## src/rtl/vram_port_arbiter.sv

```systemverilog
// Two-requester arbiter for port A of the videocard frame RAM, with read-data routing by owner tag.
// Optional macro SCANOUT_PRIORITY_EN gives requester 1 (scanout) strict priority over the core.
module vram_port_arbiter #(
  parameter int WIDTH        = 32,
  parameter int AW           = 16,
  parameter int READ_LATENCY = 2,
  parameter int BURST_MAX    = 16
) (
  input  logic             clk,
  input  logic             reset_sink_reset_n,
  input  logic             req0,
  input  logic             lock0,
  input  logic [AW-1:0]    addr0,
  input  logic [WIDTH-1:0] wdata0,
  input  logic             wren0,
  output logic             gnt0,
  output logic             rvalid0,
  output logic [WIDTH-1:0] rdata0,
  input  logic             req1,
  input  logic             lock1,
  input  logic [AW-1:0]    addr1,
  input  logic [WIDTH-1:0] wdata1,
  input  logic             wren1,
  output logic             gnt1,
  output logic             rvalid1,
  output logic [WIDTH-1:0] rdata1,
  output logic [AW-1:0]    ram_address,
  output logic [WIDTH-1:0] ram_data,
  output logic             ram_wren,
  input  logic [WIDTH-1:0] ram_q
);

  typedef enum logic [1:0] {IDLE, OWN0, OWN1} state_t;

  localparam int CW = (BURST_MAX > 1) ? $clog2(BURST_MAX) : 1;
  localparam logic [CW-1:0] BURST_LAST = CW'(BURST_MAX - 1);

  state_t                  state, state_next;
  logic                    last_owner;
  logic [CW-1:0]           burst_cnt;
  logic [READ_LATENCY-1:0] valid_pipe;
  logic [READ_LATENCY-1:0] tag_pipe;
  logic                    issue0, issue1, issue_read;

  assign gnt0       = (state == OWN0);
  assign gnt1       = (state == OWN1);
  assign issue0     = req0 & gnt0;
  assign issue1     = req1 & gnt1;
  assign issue_read = (issue0 & ~wren0) | (issue1 & ~wren1);

  // RAM port mux: an idle port is driven to all zeros rather than holding the last access
  always_comb begin
    ram_address = '0;
    ram_data    = '0;
    ram_wren    = 1'b0;
    if (issue0) begin
      ram_address = addr0;
      ram_data    = wdata0;
      ram_wren    = wren0;
    end else if (issue1) begin
      ram_address = addr1;
      ram_data    = wdata1;
      ram_wren    = wren1;
    end
  end

  // Next owner, decided from the registered state so a grant never follows req combinationally
  always_comb begin
    state_next = state;
`ifdef SCANOUT_PRIORITY_EN
    case (state)
      IDLE, OWN0, OWN1: begin
        if (req1)      state_next = OWN1;
        else if (req0) state_next = OWN0;
        else           state_next = IDLE;
      end
      default: state_next = IDLE;
    endcase
`else
    case (state)
      IDLE: begin
        if (req0 && req1) state_next = last_owner ? OWN0 : OWN1;
        else if (req0)    state_next = OWN0;
        else if (req1)    state_next = OWN1;
        else              state_next = IDLE;
      end
      OWN0: begin
        if (req0 && (!req1 || (lock0 && burst_cnt < BURST_LAST))) state_next = OWN0;
        else if (req1) state_next = OWN1;
        else           state_next = IDLE;
      end
      OWN1: begin
        if (req1 && (!req0 || (lock1 && burst_cnt < BURST_LAST))) state_next = OWN1;
        else if (req0) state_next = OWN0;
        else           state_next = IDLE;
      end
      default: state_next = IDLE;
    endcase
`endif
  end

  // Ownership register; burst_cnt saturates so a lone locked owner yields as soon as the other asks
  always_ff @(posedge clk or negedge reset_sink_reset_n) begin
    if (!reset_sink_reset_n) begin
      state      <= IDLE;
      last_owner <= 1'b1;
      burst_cnt  <= '0;
    end else begin
      state <= state_next;
      if (state_next == OWN0)      last_owner <= 1'b0;
      else if (state_next == OWN1) last_owner <= 1'b1;
      if (state_next != state)
        burst_cnt <= '0;
      else if ((issue0 || issue1) && burst_cnt < BURST_LAST)
        burst_cnt <= burst_cnt + 1'b1;
    end
  end

  // Read-return pipeline carries the issuer tag so returns survive ownership changes
  always_ff @(posedge clk or negedge reset_sink_reset_n) begin
    if (!reset_sink_reset_n) begin
      valid_pipe <= '0;
      tag_pipe   <= '0;
    end else begin
      valid_pipe[0] <= issue_read;
      tag_pipe[0]   <= issue1;
      for (int i = 1; i < READ_LATENCY; i++) begin
        valid_pipe[i] <= valid_pipe[i-1];
        tag_pipe[i]   <= tag_pipe[i-1];
      end
    end
  end

  assign rvalid0 = valid_pipe[READ_LATENCY-1] & ~tag_pipe[READ_LATENCY-1];
  assign rvalid1 = valid_pipe[READ_LATENCY-1] &  tag_pipe[READ_LATENCY-1];
  assign rdata0  = ram_q;
  assign rdata1  = ram_q;

endmodule

```

## config.mk

```make
export PLATFORM = sky130hd
export DESIGN_NAME = vram_port_arbiter
export DESIGN_NICKNAME = d
export VERILOG_FILES = /design/src/rtl/vram_port_arbiter.sv
export SDC_FILE = /design/constraint.sdc
export NUM_CORES = 1
export LEC_CHECK = 0
export BUFFER_PORTS_ARGS = -buffer_cell sky130_fd_sc_hd__buf_2
export CORE_AREA = 2 2 97 99
export DETAILED_ROUTE_END_ITERATION = 6
export DIE_AREA = 0 0 99 101
export SYNTH_ARGS = -nofsm -noshare
export SYNTH_HDL_FRONTEND = slang
export SYNTH_SLANG_ARGS = --single-unit
export TNS_END_PERCENT = 10
```

## constraint.sdc

```tcl
create_clock -name clk -period 2.55 [get_ports clk]
set_input_delay 0.51 -clock clk [delete_from_list [all_inputs] [get_ports clk]]
set_output_delay 0.51 -clock clk [all_outputs]
set_load 0.02 [all_outputs]
```

=== Word-level counts from Yosys, hierarchy flattened ===
Cells that the tools add are included.

* Word-level logic and storage cells: 54
* Input bits: 136
* Output and inout port bits: 117
* Register bits after elaboration: 11

* Reduce and logical (&&, ||, !) cells: 14
* Order comparisons: 1
* Bitwise logic cells: 10
* $add $sub $neg: 1
* Equal/unequal tests: 5
* Muxes and demuxes: 18

{| class="wikitable"
|+ Operators with widths
! operator !! count
|-
| 2-to-1 mux 32 bit || 2
|-
| 2-to-1 mux 16 bit || 2
|-
| 2-to-1 mux 2 bit || 6
|-
| 2-to-1 mux 4 bit || 2
|-
| bitwise AND 1 bit || 6
|-
| logical AND 1 bit || 6
|-
| one-hot mux 2 bit (3 select lines) || 1
|-
| 2-to-1 mux 1 bit || 5
|-
| adder 4 x 1 -> 4 bit (second input constant) || 1
|-
| equality test 2 x 1 -> 1 bit (second input constant) || 2
|-
| equality test 2 bit (second input constant) || 2
|-
| less-than comparator 4 bit (second input constant) || 1
|-
| nonzero test 2 bit || 2
|-
| logical OR 1 bit || 3
|-
| inverter 1 bit || 3
|-
| zero test 1 bit || 2
|-
| zero test 2 bit || 1
|-
| inequality test 2 bit || 1
|-
| bitwise OR 1 bit || 1
|}

=== Depth between registers and ports, before layout ===
Gate-level depths: netlist of run 1.

* Depth in word-level cells: 9
* Gate-level depth with buffers: 6
* Depth with buffers taken out: 6

=== Worst setup path after synthesis of run 1 ===
Ideal clock, no wire load.

* Path type: input to output
* Start: input port req0
* End: output port ram_data[21]
* Cell stages on the path: 5
* Data arrival time: 1345 ps
* Path buffers: 3
* Data required time: 2040 ps
* Setup slack: 695 ps
* Cell sequence: and3b_1 -> buf_6 -> buf_6 -> buf_6 -> a22o_1

* Word-level cells in the longest chain between the ends: 2

{| class="wikitable"
|+ Ends and longest elaborated chain
! what !! RTL line !! RTL
|-
| start, declared || 11 || <nowiki>input logic req0,</nowiki>
|-
| bitwise AND 1 bit || 47 || <nowiki>assign issue0 = req0 & gnt0;</nowiki>
|-
| 2-to-1 mux 32 bit || 56 || <nowiki>if (issue0) begin</nowiki>
|-
| end, declared || 28 || <nowiki>output logic [WIDTH-1:0] ram_data,</nowiki>
|}

No other way between the ends.

=== Worst setup path in the final report of run 1 ===
* Start: register state[0]
* End: output port ram_data[1]

* Word-level cells in the longest chain between the ends: 4
* Elaborated cells on any way between the ends: 6

{| class="wikitable"
|+ Ends and longest elaborated chain
! what !! RTL line !! RTL
|-
| start, declared || 38 || <nowiki>state_t state, state_next;</nowiki>
|-
| start signal, assigned || 109 || <nowiki>state <= state_next;</nowiki>
|-
| equality test 2 bit || 46 || <nowiki>assign gnt1 = (state == OWN1);</nowiki>
|-
| bitwise AND 1 bit || 48 || <nowiki>assign issue1 = req1 & gnt1;</nowiki>
|-
| 2-to-1 mux 32 bit || 60 || <nowiki>end else if (issue1) begin</nowiki>
|-
| 2-to-1 mux 32 bit * || 56 ||
|}

Every way passes the cells marked *; elsewhere a longest branch is shown, timed or not.

==> results of run 1 <==
[report_power, final]
part	internal (uW)	switching, uW
sequential	211	24.3
clock	109	59.5
combinational	344	479
[routing by layer]
| metal | global-route usage, % | vias to the layer above | routed length [microns] |
|---|---|---|---|
| met1 | 9.82 | 721 | 1960 |
| met2 | 14.1 | 128 | 2400 |
| met5 | 0 | - | 0 |
| li1 | - | 783 | - |
| met4 | 4.32 | 0 | 191 |
| met3 | 2.64 | 25 | 580 |
[worst max-delay path: stages, from the launching register on]
cell and delay [ps]:
dfrtp_1 440, and3b_4 640, a22o_1 260, buf_2 160
[worst paths after layout]
kind / to / startpoint / slack [ps] / cells after the start
max in group asynchronous: last_owner / reset_sink_reset_n / 2150 / 1
min in group clk: valid_pipe[1] / valid_pipe[0] / 340 / 0
min: valid_pipe[0] / reset_sink_reset_n / 130 / 1
max reg2reg: last_owner / burst_cnt[0] / 690 / 6
min reg2reg: valid_pipe[1] / valid_pipe[0] / 340 / 0
max: ram_data[1] / state[0] / 260 / 3
[placed cells by master, fill, tap and decap left out, types with 3 or more instances in the layout]
cell | synthesis | final
mux2i_1 | 3 | 3
nand2b_1 | 4 | 4
nor2b_1 | 5 | 5
clkbuf_8 | 0 | 3
nor2_1 | 5 | 5
a22o_1 | 49 | 49
dfrtp_1 | 10 | 10
buf_2 | 9 | 156
[sequential cells by signal, summed over array words and instances (netlist names)]
name	count
burst_cnt	4
last_owner	1
state	2
tag_pipe	2
valid_pipe	2
[what timing repair did]
action	in CTS	in global routing
endpoints found under the setup margin	2	0
resized for setup	1	0
buffers inserted	0	0
[per-stage QoR]
stage | setup slack, ps | util (%) | instance area [sq um] | instances
5_1_grt | 136 | 22.6 | 2030 | 382
3_5_place_dp | 35.7 | 22.0 | 1980 | 378
6_report | 260 | 22.6 | 2030 | 382
4_1_cts | 215 | 22.6 | 2030 | 382
3_3_place_gp | 92.7 | 22.0 | 1980 | 378
2_1_floorplan | 695 | - | 1600 | 186
[cell type report]
| type | count | area (sq um) | area share (%) |
|---|---|---|---|
| clock buffer | 4 | 45.0 | 2.22 |
| inverter | 3 | 11.3 | 0.556 |
| multi-input combinational | 95 | 747 | 36.9 |
| sequential | 11 | 277 | 13.6 |
| tap | 111 | 139 | 6.85 |
| timing repair buffer | 158 | 808 | 39.9 |
[cell families (layout without fill, tap and decap cells)]
kind of cell	count (synthesis)	after routing	share of synthesized area, %
adders and majority gates	2	2	1.57
xor gates and xnor gates	2	2	1.10
DFF	11	11	17.3
AOI/OAI and AO/OA	63	63	33.2
muxes	3	3	1.88
and+or+nand+nor	25	25	8.78
buffers and inverters	80	165	36.2
==> reports/metrics.yaml, run 1 <==
clk_latency_ps: 230
fp-row-count: 35
max-slew-margin-rel_pct: 56.2
cp-start-kind: "flip-flop"
drt-total-wl_mm: 5.13
ys_top_cells_by_area: "buf_4, a22o_1, dfrtp_1"
ys_types: 30
num-fill-cells: 994
cts_hold_buf: 0
p_per_area_nw_per_um2: 605
worst_pin_slew_ps: 657
n_antenna_cell: 0
cts.path.max_buffers: 2
synth_top_area_share_pct: 30.6
avgSynthCellArea_sq_um: 8.58
drv_cap: 0
drv_slew: 0
num_io_pins: 253
crit_type: "reg -> out"
dieArea_sq_um: 10000
nets: 410
whs_ps: 135
cts.sinks: 11
rsz0062_at_grt: "no"
syn2layout_area_growth_pct: 27.0
setup_viol: 0
cts_tree: "yes"
grt_usage_pct: 8.49
die_h_microns: 101
root_buffer: "clkbuf_8"
ys_ff_latch: 11
path_max_fanout: 52
synth_edf_count: 0
drt-wirelength-per-cell_microns: 13.4
irDropWorstVdd_mv: 0.201
ys.flop_type: "dfrtp_1"
cts.reportedPaths.clkPinSlew_ps: 50
drt_iter0_drc: 27
ctsHtreeMaxLevel: 1
cp.arrival_ps: 1780
antenna_found_initial: 0
yosys-top-cells-count: "buf_4, a22o_1, dfrtp_1"
grt_pass1_wl_mm: 6.84
first_global_vias: 1390
hold_path_class: "in -> async"
dp.final_hpwl_mm: 4.16
die_w_microns: 99
cts_buffers: 3
core_area_sq_um: 8980
status: "complete, no violations"
cp.required_ps: 2040
hold_viol: 0
grt_max_degree: 55
yosysMostFrequentCell: "buf_4"
firstDrtPassIters: 4
yosysTopAreaCell: "buf_4"
fin_skew_ps: 2.71
async_flop_share_pct: 100
port_buffers: 156
min_period_over_period_pct: 89.8
routed_via_density: 4.34
vias: 1657
ys_seq_area_share_pct: 17.3
overflow: 0
clock.fmax_ghz: 0.437
synthCells: 186
finalPower_uw: 1230
period_needed_ps: 2290
final_antenna_net_count: 0
start_util_pct: 17.8
crit_path_end_kind: "primary output"
synth_nets: 324
tns_ps: 0
p_leak_uw: 0.00118
netlist_area_sq_um: 1600
place.gp.congestion: 0.816
drc: 0
drive_above_1_share_pct: 61.6
synth_warnings: 0
(Power assumes the default switching activity.)
==> run 2, diff against run 1 <==
- ABC_AREA: unset -> 1
- BUFFER_PORTS_ARGS: -buffer_cell sky130_fd_sc_hd__buf_2 -> unset
- CORE_AREA: 2 2 97 99 -> 2 2 98 100
- DIE_AREA: 0 0 99 101 -> 0 0 100 102
- DONT_BUFFER_PORTS: unset -> 1
==> reports/metrics.yaml, run 2 <==
rsz0062_at_grt: "no"
irDropWorstVdd_mv: 0.228
top_layer: "met4"
path_max_fanout: 50
ys_ff_latch: 11
async_flop_share_pct: 100
regMostFlops: "burst_cnt"
synth_warnings: 0
wl_met3_microns: 515
place_area_sq_um: 1210
num-fill-cells: 1046
fin_util_pct: 13.9
crit_type: "reg -> out"
regArea_sq_um: 277
tns_ps: 0
drive_above_1_share_pct: 11.7
drt_iter0_drc: 58
crit_end: "ram_data[16]"
worstReg2RegEnd: "last_owner"
vias: 1134
drc: 0
layout_common_cells: "a22o_1, nand2_1, inv_1, dfrtp_1, nor2_1"
place.gp.congestion: 0.867
cp-start-kind: "flip-flop"
cp_cell_sequence: "inv_2 > nor2_4 > nand2_4 > clkinv_4 > a22o_1"
syn2layout_area_growth_pct: -20.2
ys_types: 23
grt_max_degree: 51
crit_path_end_kind: "primary output"
ctsHtreeMaxLevel: 1
fp-row-count: 35
netlist_area_sq_um: 1590
drv_cap: 0
yosys-top-cells-count: "buf_4, a22o_1, nand2_1"
cts.path.max_buffers: 2
clk_latency_ps: 230
drv_slew: 0
antenna_found_initial: 0
synth_edf_count: 0
cts.sinks: 11
worst_path_largest_cell_delay_ps: 410
grt_usage_pct: 8.57
cts_tree: "yes"
crit_cells: 5
wl_met2_mm: 2.64
yosysMostFrequentCell: "buf_4"
synthCells: 204
cts.reportedPaths.clkPinSlew_ps: 50
cp-startpoint: "state[0]"
port_buffers: 0
core_area_sq_um: 9110
drt-total-wl_mm: 4.90
drt-wirelength-per-cell_microns: 19.7
p_leak_uw: 0.000572
setup_viol: 0
crit_buf_inv: 2
post_cts_buffers: 0
fin_skew_ps: 3.46
fin_area_sq_um: 1260
routed_via_density: 4.57
firstDrtPassIters: 4
worst_pin_slew_ps: 470
layout_setup_ws_ps: 290
synth_nets: 342
r2r_cells: 12
n_antenna_cell: 0
overflow: 0
clock.fmax_ghz: 0.443
whs_ps: 119
cts_hold_buf: 1
mostFrequentLayoutCell: "a22o_1"
hold_path_class: "in -> async"
num_io_pins: 253
die_w_microns: 100
dp.final_hpwl_mm: 4.08
multiInputGateArea_sq_um: 708
cp_slowest_cell: "dfrtp_1"
grt_pass1_wl_mm: 6.38
first_global_vias: 1021
die_h_microns: 102
nets: 276
ys.flop_type: "dfrtp_1"
dieArea_sq_um: 10200
ys_seq_area_share_pct: 17.4
cp.arrival_ps: 1750
largest_reg_flops: 4
start_util_pct: 17.4
avgSynthCellArea_sq_um: 7.77
cts_resized: 0
r2r_slack_ps: 660
status: "complete, no violations"
root_buffer: "clkbuf_8"
period_needed_ps: 2260
cts_buffers: 3
cp.required_ps: 2040
ys_top_cells_by_area: "buf_4, a22o_1, dfrtp_1"
p_per_area_nw_per_um2: 1060
path_delay_family: "flip-flops"
r2r_start: "burst_cnt[0]"
final_antenna_net_count: 0
place_ws_ps: 508
m1WireLength_mm: 1.71
hold_viol: 0
max-slew-margin-rel_pct: 68.6
yosysTopAreaCell: "buf_4"
synth_top_area_share_pct: 30.3
min_period_over_period_pct: 88.6
-- run 2: cell types whose count changed in the layout (fill, tap and decap cells not counted), moves of 3 or more --
cell,before,now
inv_1,2,10
nor2b_1,5,0
nand2b_1,4,0
nand3_1,2,6
mux2i_1,3,0
nand2_1,2,30
buf_2,156,0
-- run 2: kinds of logic after synthesis --
| logic type | after synthesis | share of synthesized area, % |
|---|---|---|
| fa+ha+maj | 2 | 1.58 |
| flops | 11 | 17.4 |
| compound gates | 53 | 28.5 |
| xor+xnor | 2 | 1.11 |
| buf+inv | 88 | 37.9 |
| simple gates | 48 | 13.5 |
-- run 2: layout make-up --
| class | instances | share of cell area (%) |
|---|---|---|
| multi-input combinational | 105 | 56.0 |
| sequential | 11 | 21.9 |
| tap | 111 | 11.0 |
| inverter | 14 | 4.55 |
| clock buffer | 3 | 3.26 |
| timing repair buffer | 3 | 2.97 |
| clock inverter | 1 | 0.396 |
-- run 2: per-layer routing --
layer  global-route usage (%)  vias up
met5                        0        -
met3                     2.80        2
met4                     2.85        0
met1                     9.46      529
met2                     15.6       98
li1                         -      505
-- run 2: how the worst min path moves through the flow --
stage	slack [ps]	endpoint	cells past startpoint
5_1_grt	100	last_owner	0
4_1_cts	110	last_owner	0
2_1_floorplan	210	burst_cnt[0]	0
6_report	120	last_owner	0
3_5_place_dp	210	burst_cnt[1]	0
3_3_place_gp	210	burst_cnt[1]	0
-- run 2: stage by stage --
step	total power, uW	cells
floorplan	1210	204
global placement	1170	243
detailed placement	1180	243
CTS	1370	248
global route	1450	248
finish	1340	248
-- run 2: where the power goes --
group	switching, uW	internal [uW]
clock network	62.8	107
registers	42.8	229
logic	645	256
total	750	593
==> run 3, diff against run 2 <==
- ABC_AREA: 1 -> 0
==> reports/metrics.yaml, run 3 (synthesized netlist as in run 1, its figures left out) <==
drive_above_1_share_pct: 11.0
drt-total-wl_mm: 4.57
drt_iter0_drc: 38
routed_via_density: 4.94
fin_area_sq_um: 1260
num_io_pins: 253
cts.sinks: 11
core_area_sq_um: 9110
min_period_over_period_pct: 84.6
drv_cap: 0
fp-row-count: 35
die_h_microns: 102
status: "complete, no violations"
crit_type: "reg -> out"
cp.required_ps: 2040
final_antenna_net_count: 0
cts_tree: "yes"
grt_max_degree: 34
dieArea_sq_um: 10200
cts.path.max_buffers: 2
hold_viol: 0
ctsHtreeMaxLevel: 1
tns_ps: 0
first_global_vias: 1080
clk_latency_ps: 230
drc: 0
root_buffer: "clkbuf_8"
p_per_area_nw_per_um2: 811
start_util_pct: 17.5
cp.arrival_ps: 1650
dp.final_hpwl_mm: 3.78
path_max_fanout: 31
rsz0062_at_grt: "no"
place_area_sq_um: 1200
cts.reportedPaths.clkPinSlew_ps: 50
cts_buffers: 3
fin_skew_ps: 3.18
clock.fmax_ghz: 0.464
antenna_found_initial: 0
regMostFlops: "burst_cnt"
grt_pass1_wl_mm: 5.99
overflow: 0
irDropWorstVdd_mv: 0.149
die_w_microns: 100
fin_util_pct: 13.8
crit_path_end_kind: "primary output"
hold_path_class: "in -> async"
vias: 1131
n_antenna_cell: 0
max-slew-margin-rel_pct: 70.9
mostFrequentLayoutCell: "a22o_1"
instances_no_fill: 229
num-fill-cells: 1021
finalPower_uw: 1020
largest_reg_flops: 4
period_needed_ps: 2160
worst_pin_slew_ps: 435
drt-wirelength-per-cell_microns: 20.0
syn2layout_area_growth_pct: -21.3
grt_usage_pct: 7.81
dp_cells: 224
cp-start-kind: "flip-flop"
layout_common_cells: "a22o_1, dfrtp_1, nor2b_1, nor2_1"
place.gp.congestion: 0.785
firstDrtPassIters: 4
setup_viol: 0
p_leak_uw: 0.000515
port_buffers: 0
nets: 257
drv_slew: 0
## run 3: final cells by class
cell class / instances / area [sq um] / share of cell area [%]
sequential: 11 / 277 / 22.0
inverter: 3 / 11.3 / 0.896
multi-input combinational: 95 / 744 / 59.3
timing repair buffer: 5 / 40.0 / 3.19
clock buffer: 4 / 45.0 / 3.59
tap: 111 / 139 / 11.1
## run 3: repair_timing
| action | CTS | global route |
|---|---|---|
| hold endpoints to repair | 10 | 0 |
| setup buffers | 0 | 0 |
| gates resized for setup | 0 | 0 |
| hold buffers | 1 | 0 |
## run 3: path summary, 6_finish.rpt
| path | slack [ps] | start | end | depth (start not counted) |
|---|---|---|---|---|
| setup reg to reg | 610 | burst_cnt[0] | last_owner | 6 |
| hold / removal | 120 | reset_sink_reset_n | last_owner | 0 |
| min in group clk | 350 | valid_pipe[0] | valid_pipe[1] | 0 |
| setup / recovery | 390 | state[1] | ram_address[15] | 3 |
| hold reg to reg | 350 | valid_pipe[0] | valid_pipe[1] | 0 |
| max in group asynchronous | 1590 | reset_sink_reset_n | state[1] | 1 |
## run 3: per-stage QoR
step,setup WS [ps],hold WS (ps)
3_3_place_gp,684,215
3_5_place_dp,638,215
5_1_grt,281,110
4_1_cts,388,119
6_report,393,123
2_1_floorplan,695,214
## run 3: per-layer routing
layer	vias up	track usage, %	routed length (microns)	share of wire, %
met5	-	0	0	0
met4	0	2.74	53	1.2
met3	15	3.49	620	14
li1	475	-	-	-
met2	128	13.8	2320	51
met1	513	8.35	1580	35
## run 3: power by group
part           internal (uW)  switching, uW  total, uW
Combinational            189            419        608
Clock                    109           57.3        166
Sequential               211           33.3        245
Total                    510            510       1020
## run 3: critical path, stage by stage, from the launching register on
cell and delay, ps:
dfrtp_1 460, and3b_2 280, buf_4 300, a22o_1 360
